[src/rtl/game_pkg.sv]
// Shared types and constants for the 2048-style board pipeline.
// Cells hold log2 of the tile value; 0 marks an empty cell.
package game_pkg;

  typedef logic [3:0] cell_t;
  typedef cell_t [15:0] board_t;

  localparam cell_t       CELL_EMPTY = 4'd0;
  localparam cell_t       CELL_WIN   = 4'd11;
  localparam logic [15:0] LFSR_SEED  = 16'hACE1;

  typedef enum logic [2:0] {
    ST_IDLE   = 3'd0,
    ST_LOAD   = 3'd1,
    ST_SEARCH = 3'd2,
    ST_CHECK  = 3'd3,
    ST_DONE   = 3'd4
  } spawn_state_e;

  // A spawned tile is a 4 (code 2) one time in sixteen, otherwise a 2 (code 1).
  function automatic cell_t spawn_val(input logic [3:0] sel);
    return (sel == 4'hF) ? 4'd2 : 4'd1;
  endfunction

endpackage

[src/rtl/tile_spawner_if.sv]
// Request/response bundle between the slide stage and the tile spawner.
interface tile_spawner_if;
  import game_pkg::*;

  logic   start;
  logic   new_game;
  board_t board_prev;
  board_t board_in;
  board_t board_out;
  logic   busy;
  logic   done;
  logic   win;
  logic   game_over;

  modport master (
    output start, new_game, board_prev, board_in,
    input  board_out, busy, done, win, game_over
  );

  modport slave (
    input  start, new_game, board_prev, board_in,
    output board_out, busy, done, win, game_over
  );

endinterface

[src/rtl/lfsr16.sv]
// Free-running 16-bit Fibonacci LFSR, x^16+x^14+x^13+x^11+1, right-shifting.
module lfsr16
  import game_pkg::*;
(
  input  logic        clk,
  input  logic        rst_n,
  output logic [15:0] q
);

  logic [15:0] lfsr_q;
  logic [15:0] lfsr_d;

  // Feedback from taps 16/14/13/11 enters at the top as the register shifts right.
  always_comb begin
    lfsr_d = {lfsr_q[0] ^ lfsr_q[2] ^ lfsr_q[3] ^ lfsr_q[5], lfsr_q[15:1]};
  end

  // Shift register state, seeded on reset.
  always_ff @(posedge clk or negedge rst_n) begin
    if (!rst_n) begin
      lfsr_q <= LFSR_SEED;
    end else begin
      lfsr_q <= lfsr_d;
    end
  end

  assign q = lfsr_q;

endmodule

[src/rtl/tile_spawner.sv]
// Drops a new tile into a random empty cell after each slide (two on a new game)
// and keeps the sticky win / game-over flags.
module tile_spawner
  import game_pkg::*;
(
  input  logic           clk,
  input  logic           rst_n,
  tile_spawner_if.slave  bus
);

  logic [15:0]  lfsr_s;

  spawn_state_e state_q,     state_d;
  board_t       work_q,      work_d;
  logic [3:0]   ptr_q,       ptr_d;
  cell_t        val_q,       val_d;
  logic [4:0]   probe_q,     probe_d;
  logic         pass2_q,     pass2_d;
  logic         is_new_q,    is_new_d;
  board_t       board_out_q, board_out_d;
  logic         win_q,       win_d;
  logic         go_q,        go_d;
  logic         busy_q,      busy_d;
  logic         done_q,      done_d;

  logic         changed_s;
  logic         win_next_s;
  logic         any_empty_s;
  logic         any_pair_s;
  logic         go_next_s;

  lfsr16 u_lfsr (
    .clk   (clk),
    .rst_n (rst_n),
    .q     (lfsr_s)
  );

  // Board evaluation: a win tile anywhere, or a full board with no mergeable neighbours.
  always_comb begin
    win_next_s  = 1'b0;
    any_empty_s = 1'b0;
    any_pair_s  = 1'b0;
    for (int i = 0; i < 16; i++) begin
      win_next_s  = win_next_s  | (work_q[i] == CELL_WIN);
      any_empty_s = any_empty_s | (work_q[i] == CELL_EMPTY);
    end
    // Horizontal pairs stay within a row; vertical pairs are 4 cells apart.
    for (int r = 0; r < 4; r++) begin
      for (int c = 0; c < 3; c++) begin
        any_pair_s = any_pair_s | (work_q[4*r+c] == work_q[4*r+c+1]);
      end
    end
    for (int i = 0; i < 12; i++) begin
      any_pair_s = any_pair_s | (work_q[i] == work_q[i+4]);
    end
    go_next_s = ~any_empty_s & ~any_pair_s;
  end

  // Next-state and datapath updates for the spawn sequence.
  always_comb begin
    state_d     = state_q;
    work_d      = work_q;
    ptr_d       = ptr_q;
    val_d       = val_q;
    probe_d     = probe_q;
    pass2_d     = pass2_q;
    is_new_d    = is_new_q;
    board_out_d = board_out_q;
    win_d       = win_q;
    go_d        = go_q;
    changed_s   = 1'b0;

    case (state_q)
      ST_IDLE: begin
        if (bus.new_game) begin
          is_new_d = 1'b1;
          state_d  = ST_LOAD;
        end else if (bus.start) begin
          is_new_d = 1'b0;
          state_d  = ST_LOAD;
        end else begin
          state_d  = ST_IDLE;
        end
      end

      ST_LOAD: begin
        ptr_d   = lfsr_s[3:0];
        val_d   = spawn_val(lfsr_s[7:4]);
        probe_d = 5'd0;
        if (is_new_q) begin
          work_d    = '0;
          changed_s = 1'b1;
          pass2_d   = 1'b1;
          win_d     = 1'b0;
          go_d      = 1'b0;
        end else begin
          work_d    = bus.board_in;
          changed_s = (bus.board_in != bus.board_prev);
          pass2_d   = 1'b0;
        end
        state_d = changed_s ? ST_SEARCH : ST_CHECK;
      end

      ST_SEARCH: begin
        if (work_q[ptr_q] == CELL_EMPTY) begin
          work_d[ptr_q] = val_q;
          if (pass2_q) begin
            // Second new-game tile: fresh position and value, the first cell is now occupied.
            pass2_d = 1'b0;
            ptr_d   = lfsr_s[3:0];
            val_d   = spawn_val(lfsr_s[7:4]);
            probe_d = 5'd0;
            state_d = ST_SEARCH;
          end else begin
            state_d = ST_CHECK;
          end
        end else begin
          ptr_d   = ptr_q + 4'd1;
          probe_d = probe_q + 5'd1;
          if (probe_q == 5'd15) begin
            state_d = ST_CHECK;
          end else begin
            state_d = ST_SEARCH;
          end
        end
      end

      ST_CHECK: begin
        board_out_d = work_q;
        win_d       = win_q | win_next_s;
        go_d        = go_q | go_next_s;
        state_d     = ST_DONE;
      end

      ST_DONE: begin
        state_d = ST_IDLE;
      end

      default: begin
        state_d = ST_IDLE;
      end
    endcase

    busy_d = (state_d != ST_IDLE);
    done_d = (state_d == ST_DONE);
  end

  // State, working registers and registered outputs.
  always_ff @(posedge clk or negedge rst_n) begin
    if (!rst_n) begin
      state_q     <= ST_IDLE;
      work_q      <= '0;
      ptr_q       <= 4'd0;
      val_q       <= CELL_EMPTY;
      probe_q     <= 5'd0;
      pass2_q     <= 1'b0;
      is_new_q    <= 1'b0;
      board_out_q <= '0;
      win_q       <= 1'b0;
      go_q        <= 1'b0;
      busy_q      <= 1'b0;
      done_q      <= 1'b0;
    end else begin
      state_q     <= state_d;
      work_q      <= work_d;
      ptr_q       <= ptr_d;
      val_q       <= val_d;
      probe_q     <= probe_d;
      pass2_q     <= pass2_d;
      is_new_q    <= is_new_d;
      board_out_q <= board_out_d;
      win_q       <= win_d;
      go_q        <= go_d;
      busy_q      <= busy_d;
      done_q      <= done_d;
    end
  end

  assign bus.board_out = board_out_q;
  assign bus.win       = win_q;
  assign bus.game_over = go_q;
  assign bus.busy      = busy_q;
  assign bus.done      = done_q;

endmodule

[src/flat_wrapper.sv]
// flat-port wrapper written by rule: the top's interface ports become plain ports
module tile_spawner_flat import game_pkg::*;
  (clk, rst_n, bus_start, bus_new_game, bus_board_prev, bus_board_in, bus_board_out, bus_busy, bus_done, bus_win, bus_game_over);
  tile_spawner_if bus_i ();
  input  logic clk;
  input  logic rst_n;
  input wire logic [$bits(bus_i.start)-1:0] bus_start;
  input wire logic [$bits(bus_i.new_game)-1:0] bus_new_game;
  input wire logic [$bits(bus_i.board_prev)-1:0] bus_board_prev;
  input wire logic [$bits(bus_i.board_in)-1:0] bus_board_in;
  output wire logic [$bits(bus_i.board_out)-1:0] bus_board_out;
  output wire logic [$bits(bus_i.busy)-1:0] bus_busy;
  output wire logic [$bits(bus_i.done)-1:0] bus_done;
  output wire logic [$bits(bus_i.win)-1:0] bus_win;
  output wire logic [$bits(bus_i.game_over)-1:0] bus_game_over;
  assign bus_i.start = bus_start;
  assign bus_i.new_game = bus_new_game;
  assign bus_i.board_prev = bus_board_prev;
  assign bus_i.board_in = bus_board_in;
  assign bus_board_out = bus_i.board_out;
  assign bus_busy = bus_i.busy;
  assign bus_done = bus_i.done;
  assign bus_win = bus_i.win;
  assign bus_game_over = bus_i.game_over;
  tile_spawner u_core (.clk(clk), .rst_n(rst_n), .bus(bus_i));
endmodule
[config.mk]
export PLATFORM = sky130hd
export DESIGN_NAME = tile_spawner_flat
export DESIGN_NICKNAME = d
export VERILOG_FILES = /design/src/rtl/game_pkg.sv /design/src/rtl/tile_spawner_if.sv /design/src/rtl/lfsr16.sv /design/src/rtl/tile_spawner.sv /design/src/flat_wrapper.sv
export SDC_FILE = /design/constraint.sdc
export NUM_CORES = 1
export LEC_CHECK = 0
export CORE_UTILIZATION = 52
export CTS_CLUSTER_SIZE = 12
export DETAILED_ROUTE_END_ITERATION = 6
export PLACE_DENSITY = 0.79
export SLEW_MARGIN = 40
export SYNTH_ARGS = -nofsm -noshare
export SYNTH_HDL_FRONTEND = slang
export SYNTH_HIERARCHICAL = 1
export SYNTH_SLANG_ARGS = --single-unit
[constraint.sdc]
create_clock -name clk -period 2.8 [get_ports clk]
set_input_delay 0.28 -clock clk [delete_from_list [all_inputs] [get_ports clk]]
set_output_delay 0.28 -clock clk [all_outputs]
set_load 0.005 [all_outputs]
==> flow_summary.toml <==
[setup_path]
slowest_stage = "nor4_1"
path_cells = "nor4_1, a21oi_1, nand4_1, and4_1, a21oi_4, buf_12, a21oi_2"
start_kind = "register"
r2r_end = "u_core/work_q[37]$_DFFE_PN0P_"
rrSetupSlack_ns = -0.02
cp_data_required_time_ns = 3.16
critPathKind = "reg -> reg"
crit_arrival_ns = 3.18
crit_family = "simple AND/OR/NAND/NOR gates"
r2r-start = "u_core/work_q[52]$_DFFE_PN0P_"
critPathCaptureType = "register"
worstRegToRegCells = 7
path_buf_inv = 1
cp_slowest_stage_delay_ns = 0.83
path_max_fanout = 30

[drt]
postRouteAntennaNets = 0
drc = 15
drt_pre_antenna_iters = 7
wl_per_cell_um = 23.6
num_vias = 9407
wl_um = 35700
viasPerCell = 6.23
drt-initial-drc-count = 1194

[final_layout]
layout.cells.non_filler = 1511
num_antenna_cells = 0
area_delta_synth_final_pct = 30.8
nNetsFinal = 1407
drive_gt1_share_pct = 12.9
fill_cells = 1413

[cts]
clk_pin_slew_worst_paths_ns = 0.07
htree_levels = 4
clkSinkCount = 164
clk_latency_ns = 0.44
post-cts-setup-buffer-count = 0
cts_buffers = 17
cts-root-buf = "clkbuf_16"
cts_tree = "built"
cts_buffer_depth = 2

[power_and_ir_drop]
p_comb_share_pct = 58.3
cell_internal_pwr_mw = 8.82
power_density_mw_per_mm2 = 1280
leakage_nw = 5.32
p_switching_mw = 7.55
p_clk_share_pct = 15.5
irDropWorstVdd_v = 0.000828
swShare_pct = 46.1
power_mw = 16.4
seq_power_share_pct = 26.2

[min_path]
hp-start = "u_core/u_lfsr/q[9]$_DFF_PN0_"
whs_endpoint = "u_core/u_lfsr/q[8]$_DFF_PN0_"
min_path_cells = 0
hold_path.class = "reg -> reg"

[sta]
worst_pin_slew_ns = 0.952
fin_crit_sh_pct = 101
timing.final.ws_setup_ns = -0.0157
drv_slew = 0
tns_ns = -0.0475
skew_ns = 0.00927
fmax_mhz = 355
timing.hold.ws_ns = 0.351
finalHoldViolations = 0
fin_crit_ns = 2.82
relSlewSlack_pct = 35.9
rsz0062_at_grt = "no"
setup_viol = 7

[yosys]
syn_area_per_cell_um2 = 8.88
syn_area_mm2 = 0.00975
synth_warnings = 6
synth_cells = 1098
syn_nets = 1236

[placement]
place_congestion = 1.05
io_buffers = 199
hpwlAfterDp_um = 26800
numPlacedInstances = 1478
place_ws_ns = 0.150

[floorplanning]
io_pins = 200
start_util_pct = 53.7
core-area_mm2 = 0.0181
die_h_um = 139
die_w_um = 139
dieArea_mm2 = 0.0193
num_rows = 49

[global_route]
grt_max_degree = 130
grt_pass1_vias = 9095
grt.overflow.total = 0
antenna_found_initial = 0
grtUsageTotal_pct = 37.4
grt_pass1_wl_um = 54300

[run_status]
status = "complete, but fails checks"
violations = "design-rule violations, negative setup slack"

[job]
cap_violations = 0
==> routing by layer <==
metal | track usage, % | routed length (um) | vias up | share of wire (%)
met1 | 49.1 | 13900 | 4507 | 39
met2 | 58.6 | 16400 | 634 | 46
met3 | 7.80 | 3640 | 112 | 10
met4 | 19.5 | 1780 | 0 | 5.0
met5 | 0 | 0 | - | 0
li1 | - | - | 4154 | -
==> stage by stage <==
stage	util [%]	area, um2
2_1_floorplan	-	9750
3_3_place_gp	66.6	12100
3_5_place_dp	66.7	12100
4_1_cts	70.2	12700
5_1_grt	70.3	12800
6_report	70.3	12800
==> area by class of cell <==
type	instances	area (um2)	share of cell area, %
Clock inverter	14	188	1.47
Timing Repair Buffer	274	2620	20.5
Inverter	78	293	2.30
Tap cell	229	287	2.25
Multi-Input combinational cell	734	4810	37.7
Clock buffer	18	439	3.44
Sequential cell	164	4110	32.3
==> registers in the layout, indices dropped and copies added, names as in the netlist <==
register	cells
u_core/bus.board_out	64
u_core/work_q	64
u_core/u_lfsr/q	16
u_core/probe_q	5
u_core/ptr_q	4
u_core/state_q	3
u_core/val_q	2
u_core/bus.busy	1
u_core/bus.done	1
u_core/bus.game_over	1
u_core/bus.win	1
u_core/is_new_q	1
u_core/pass2_q	1
==> power by group through the flow <==
stage / combinational (mW) / clock [mW] / sequential, mW
global route: 10.1 / 2.64 / 4.39
global placement: 9.04 / 0 / 4.22
finish: 9.55 / 2.54 / 4.29
detailed placement: 9.23 / 0 / 4.26
CTS: 9.30 / 2.55 / 4.24
floorplan: 6.19 / 0 / 3.82
==> worst max path at each step <==
stage,from,endpoint,slack (ns),cells after the start
floorplan,u_core/work_q[8]$_DFFE_PN0P_,u_core/val_q[0]$_DFFE_PN0P_,0.63,7
global placement,bus_board_in[1],u_core/state_q[0]$_DFF_PN0_,0.03,7
detailed placement,u_core/work_q[24]$_DFFE_PN0P_,u_core/work_q[37]$_DFFE_PN0P_,0.15,7
CTS,u_core/work_q[24]$_DFFE_PN0P_,u_core/work_q[24]$_DFFE_PN0P_,0.11,7
global route,u_core/work_q[52]$_DFFE_PN0P_,u_core/work_q[49]$_DFFE_PN0P_,0.04,7
finish,u_core/work_q[52]$_DFFE_PN0P_,u_core/work_q[37]$_DFFE_PN0P_,-0.02,7
==> cells in the final DEF, fill, tap and decap left out, types with 5 or more instances in the layout <==
cell type / count
buf_12: 5
inv_1: 78
a21oi_2: 31
nand4_1: 48
nor4_1: 31
inv_6: 6
o21ai_1: 26
and3_1: 6
a21oi_1: 54
a31oi_1: 24
nand2_1: 112
a22oi_1: 35
nor2_1: 14
ha_1: 6
xor2_1: 59
dfrtp_1: 156
dfstp_2: 8
nor4_2: 5
clkbuf_16: 17
nand2b_1: 6
a211oi_1: 6
o21ai_0: 77
nand3_1: 10
o22ai_1: 33
nor3_1: 6
xnor2_1: 95
nor2b_1: 6
clkdlybuf4s50_1: 198
buf_4: 69
==> timing repair <==
action                                  4_1_cts  5_1_grt
gates resized for setup                       0        2
endpoints found under the setup margin        0       30
hold buffers                                  1        0
endpoints found under the hold margin        61        0
No activity file was read; power rests on OpenSTA's default activity.
==> RTL edit 1, RTL diff (same flow settings) <==
Re-encode `spawn_state_e` (5 states) as Gray code, 3 bits wide.
--- a/src/rtl/game_pkg.sv
+++ b/src/rtl/game_pkg.sv
@@ -11,9 +11,9 @@
 
   typedef enum logic [2:0] {
-    ST_IDLE   = 3'd0,
-    ST_LOAD   = 3'd1,
-    ST_SEARCH = 3'd2,
-    ST_CHECK  = 3'd3,
-    ST_DONE   = 3'd4
+    ST_IDLE   = 3'b000,
+    ST_LOAD   = 3'b001,
+    ST_SEARCH = 3'b011,
+    ST_CHECK  = 3'b010,
+    ST_DONE   = 3'b110
   } spawn_state_e;
 
Formal check against the unedited RTL: no difference found for any inputs over 4 cycles, from zero or initial values and one cycle with rst_n low; so few cycles prove little.
==> RTL edit 1 against the original RTL <==
Design area shrank 2.2%. Power shrank 7.9%. Global-route usage shrank 0.57 points. Sequential cell count is the same. Clock skew shrank 1.0 ps. Wire length shrank 7.3%. Area after synthesis shrank 4.0%. Sequential share of layout area grew 0.73 points. Cell count shrank 9.5%. Worst setup slack gained 98 ps.
==> RTL edit 1: results (changes against the original RTL) <==
qor: status.status complete, no violations
qor: global_route.grt_antenna_before_repair 0 [unchanged]
qor: critical_path.worst-path-max-fanout 4 [-87%]
qor: route.dr_total_vias 8739 [-7.1%]
qor: clocking.clk_root_buffer_cell clkbuf_16
qor: clocking.insertion_delay 440 ps [about the same]
qor: route.met2WireLength 15160 µm [-7.4%]
qor: placed_design.place_congestion 1.013 [-3.2%]
qor: critical_path.worst_path_largest_cell_delay 710 ps [-120 ps]
qor: route.top_layer_used met4
qor: power.switching_share_of_power 41.90% [-4.2 points]
qor: global_route.pin_count_of_the_biggest_net_entering_global_routing 65 [-50%]
qor: route.via_per_inst 6.388 [+2.6%]
qor: route.met3WireLength 3449 µm [-5.1%]
qor: placed_design.dp_cells 1335 [-9.7%]
qor: clocking.cts_buffers 17 [unchanged]
qor: critical_path.worst_r2r_endpoint u_core/val_q[0]$_DFFE_PN0P_
qor: global_route.total_grt_usage 36.85% [-0.57 points]
qor: clocking.clk_path_buf_depth 2 [unchanged]
qor: route.drt-met1-wl 13070 µm [-5.9%]
qor: critical_path.data_arrival_time_of_the_critical_path 3040 ps [-140 ps]
qor: hold_path.hold_path_end u_core/u_lfsr/q[8]$_DFF_PN0_
qor: route.first_pass_iters 5 [-2]
qor: hold_path.hold_path_class reg2reg
qor: timing.final.setup_skew 8.263 ps [-1.011 ps]
qor: critical_path.cpMaxStageDelayCell nor4_1
qor: critical_path.cpLargestDelayFamily simple AND/OR/NAND/NOR gates
qor: run.drv_cap 0 [unchanged]
qor: global_route.first_global_vias 8484 [-6.7%]
qor: global_route.grt_first_pass_wirelength 49690 µm [-8.5%]
qor: hold_path.number_of_cells_on_the_worst_hold_path 0 [unchanged]
qor: final_layout.final_layout_size_suffix_gt1_share 17.59% [+4.6 points]
qor: timing.worst_pin_slew 800.2 ps [-152.2 ps]
qor: critical_path.r2r.worst_path.cells 7 [unchanged]
qor: timing.layout_worst_path_cycle_share 97.05% [-3.5 points]
qor: critical_path.r2r_setup_slack 80 ps [+100 ps]
qor: final_layout.ant_diodes 0 [unchanged]
qor: placed_design.buffer_ports.inserted 199 [unchanged]
qor: power.irDropWorstVdd 0.0005248 V [-37%]
qor: clocking.cts.htree.levels 4 [unchanged]
qor: placed_design.area_after_detailed_placement 0.01191 mm² [-1.7%]
qor: placed_design.place.detailed.hpwl 25590 µm [-4.6%]
qor: timing.fin_worst_hold_slack 351.6 ps [+1.056 ps]
qor: synth.ys.warnings.count 6 [unchanged]
qor: clocking.clkTransAtPathRegs 70 ps [about the same]
qor: synth.synth_area_per_cell 10.11 µm² [+14%]
qor: hold_path.hold_path.startpoint u_core/u_lfsr/q[9]$_DFF_PN0_
qor: clocking.cts.repair.resized 0 [unchanged]
qor: route.detail_route.wirelength 33060 µm [-7.3%]
qor: power.cellLeakagePower 5.175 nW [-2.7%]
qor: placed_design.detailedPlace.worstSlack 114.3 ps [-35.34 ps]
qor: synth.synth_nets 1064 [-14%]
qor: route.drt-initial-drc-count 1047 [-12%]
qor: critical_path.regToRegStartpoint u_core/work_q[5]$_DFFE_PN0P_
-- RTL edit 1: power groups by stage --
stage	combinational, mW	sequential [mW]	clock (mW)
2_1_floorplan	5.26	3.91	0
3_3_place_gp	8.26	4.17	0
3_5_place_dp	8.42	4.20	0
4_1_cts	8.48	4.17	2.24
5_1_grt	9.17	4.29	2.33
6_report	8.65	4.21	2.22
-- RTL edit 1: per-layer routing --
metal	global-route usage (%)	vias to the layer above
li1	-	3760
met1	49.47	4227
met2	57.42	643
met3	6.972	109
met4	17.41	0
met5	0	-
-- RTL edit 1: what timing repair did --
item,CTS,global route
setup buffers,0,0
hold buffers,1,0
hold endpoints to repair,61,0
-- RTL edit 1: worst max-delay path by stage --
stage	start	end	cells after the start
6_report	u_core/work_q[5]$_DFFE_PN0P_	u_core/val_q[0]$_DFFE_PN0P_	7
5_1_grt	u_core/work_q[20]$_DFFE_PN0P_	u_core/val_q[0]$_DFFE_PN0P_	7
3_3_place_gp	bus_board_in[11]	u_core/bus.busy$_DFF_PN0_	8
4_1_cts	u_core/work_q[20]$_DFFE_PN0P_	u_core/val_q[0]$_DFFE_PN0P_	7
3_5_place_dp	bus_board_in[48]	u_core/bus.busy$_DFF_PN0_	8
2_1_floorplan	u_core/work_q[40]$_DFFE_PN0P_	u_core/val_q[0]$_DFFE_PN0P_	8
-- RTL edit 1: layout make-up --
cell class                 count  area, µm²
sequential                   164       4114
fill                        1279       4943
timing repair buffer         283       2689
clock buffer                  18      439.2
clock inverter                14      117.6
multi-input combinational    625       4686
inverter                      39      146.4
tap                          225      281.5
==> RTL edit 2, RTL diff (same flow settings) <==
Without the edit above. Reset style: synchronous (`rst_n`), changed in 2 clocked blocks.
--- a/src/rtl/lfsr16.sv
+++ b/src/rtl/lfsr16.sv
@@ -17,5 +17,5 @@
 
   // Shift register state, seeded on reset.
-  always_ff @(posedge clk or negedge rst_n) begin
+  always_ff @(posedge clk) begin
     if (!rst_n) begin
       lfsr_q <= LFSR_SEED;
--- a/src/rtl/tile_spawner.sv
+++ b/src/rtl/tile_spawner.sv
@@ -147,5 +147,5 @@
 
   // State, working registers and registered outputs.
-  always_ff @(posedge clk or negedge rst_n) begin
+  always_ff @(posedge clk) begin
     if (!rst_n) begin
       state_q     <= ST_IDLE;
Function: differs if rst_n is asserted again (counterexample within 4 cycles, from zero or initial values and one cycle with rst_n low); with rst_n held inactive, the same outputs for 4 cycles.
==> RTL edit 2 against the original RTL <==
Area after synthesis shrank 5.1%. Sequential cell count unchanged. Hold slack improved by 66 ps. Wire length is 9.8% lower. Design area shrank 5.5%. Cell count up 5.2%. Count of clock-buffer cells in the layout increased by 5. Worst setup slack improved by 230 ps. Power fell by 35%. Via count up 2.3%. Synthesized cell count increased by 9.6%.
==> RTL edit 2: results (changes against the original RTL) <==
qor: global_route.pin_count_of_the_biggest_net_entering_global_routing 113 [-13%]
qor: power.switching_share_of_power 41.69% [-4.4 points]
qor: placed_design.place.detailed.hpwl 24460 µm [-8.8%]
qor: route.via_per_inst 6.057 [-2.7%]
qor: clocking.clk_path_buf_depth 2 [unchanged]
qor: power.cellLeakagePower 4.171 nW [-22%]
qor: placed_design.place_congestion 0.9755 [-6.8%]
qor: final_layout.ant_diodes 0 [unchanged]
qor: critical_path.worst_path_largest_cell_delay 680 ps [-150 ps]
qor: final_layout.fillerInstances 1451 [+2.7%]
qor: power.internal_power 6.209 mW [-30%]
qor: global_route.grt_antenna_before_repair 0 [unchanged]
qor: synth.synth_nets 1341 [+8.5%]
qor: critical_path.worst_setup_path_startpoint u_core/work_q[57]$_SDFFE_PN0P_
qor: critical_path.cpLargestDelayFamily simple AND/OR/NAND/NOR gates
qor: clocking.clkTransAtPathRegs 70 ps [about the same]
qor: timing.relSlewSlack 50.88% [+15 points]
qor: hold_path.hold_path.startpoint u_core/u_lfsr/q[8]$_SDFF_PN0_
qor: power.power.share.combinational 47.4% [-11 points]
qor: clocking.insertion_delay 420 ps [-20 ps]
qor: clocking.cts.repair.resized 0 [unchanged]
qor: critical_path.worst-path-max-fanout 7 [-77%]
qor: hold_path.hold_path_class reg2reg
qor: status.status complete, no violations
qor: clocking.clk_root_buffer_cell clkbuf_16
qor: global_route.grt_first_pass_wirelength 49360 µm [-9.2%]
qor: clocking.cts_buffers 17 [unchanged]
qor: critical_path.data_arrival_time_of_the_critical_path 2950 ps [-230 ps]
qor: final_layout.final_layout_size_suffix_gt1_share 9.897% [-3.1 points]
qor: route.routed_wire_length_per_instance 20.26 µm [-14%]
qor: clocking.cts.htree.levels 4 [unchanged]
qor: clocking.post_cts.repair.setup_buffers 0 [unchanged]
qor: power.irDropWorstVdd 0.0005108 V [-38%]
qor: route.first_pass_iters 6 [-1]
qor: placed_design.buffer_ports.inserted 199 [unchanged]
qor: synth.ys.warnings.count 6 [unchanged]
qor: timing.final.setup_skew 9.412 ps [+0.1377 ps]
qor: global_route.total_grt_usage 35.66% [-1.8 points]
qor: final_layout.nets 1490 [+5.9%]
qor: route.drt-initial-drc-count 1441 [+21%]
qor: power.power_clock 2.31 mW [-9.1%]
qor: global_route.first_global_vias 8830 [-2.9%]
qor: critical_path.cpMaxStageDelayCell nor4_1
==> RTL edit 2: changes by cell type in the layout (fill, tap and decap cells not counted), moves of 49 or more <==
| cell | change |
|---|---|
| nand2_1 | +143 |
| a21oi_1 | +71 |
| dfxtp_1 | +164 |
| dfrtp_1 | -156 |
| xor2_1 | -49 |
| inv_1 | -63 |
==> RTL edit 2: per-stage QoR <==
| step | utilization, % | cells | setup slack [ps] | cell area, µm² |
|---|---|---|---|---|
| 4_1_cts | 69.46 | 1589 | 276.6 | 12060 |
| 5_1_grt | 69.46 | 1589 | 121.7 | 12060 |
| 2_1_floorplan | - | 1203 | 662.7 | 9256 |
| 3_3_place_gp | 65.90 | 1556 | 285.7 | 11440 |
| 3_5_place_dp | 66.07 | 1558 | 309.6 | 11470 |
| 6_report | 69.46 | 1589 | 215.2 | 12060 |
==> RTL edit 2: routing by layer <==
metal  GRT usage [%]  routed length, µm
met2           56.35              14720
met4           17.35               1368
met5               0                  0
met3           7.594               3358
met1           46.03              12740
==> RTL edit 2: path summary, 6_finish.rpt <==
path	slack [ps]	cells after the start	to
hold / removal	420	1	u_core/u_lfsr/q[7]$_SDFF_PN1_
hold reg to reg	420	1	u_core/u_lfsr/q[7]$_SDFF_PN1_
setup / recovery	220	8	u_core/probe_q[4]$_SDFFE_PN0P_
setup reg to reg	220	8	u_core/probe_q[4]$_SDFFE_PN0P_
==> RTL edit 2: cell type report <==
class | instances | area [µm²] | share of cell area, %
multi-input cells | 891 | 5350 | 44.38
well taps | 225 | 281.5 | 2.335
clock inverters | 8 | 100.1 | 0.8303
flip-flops and latches | 164 | 3283 | 27.23
repair buffers | 262 | 2492 | 20.67
clock buffers | 23 | 488.0 | 4.048
inverters | 16 | 60.06 | 0.4982
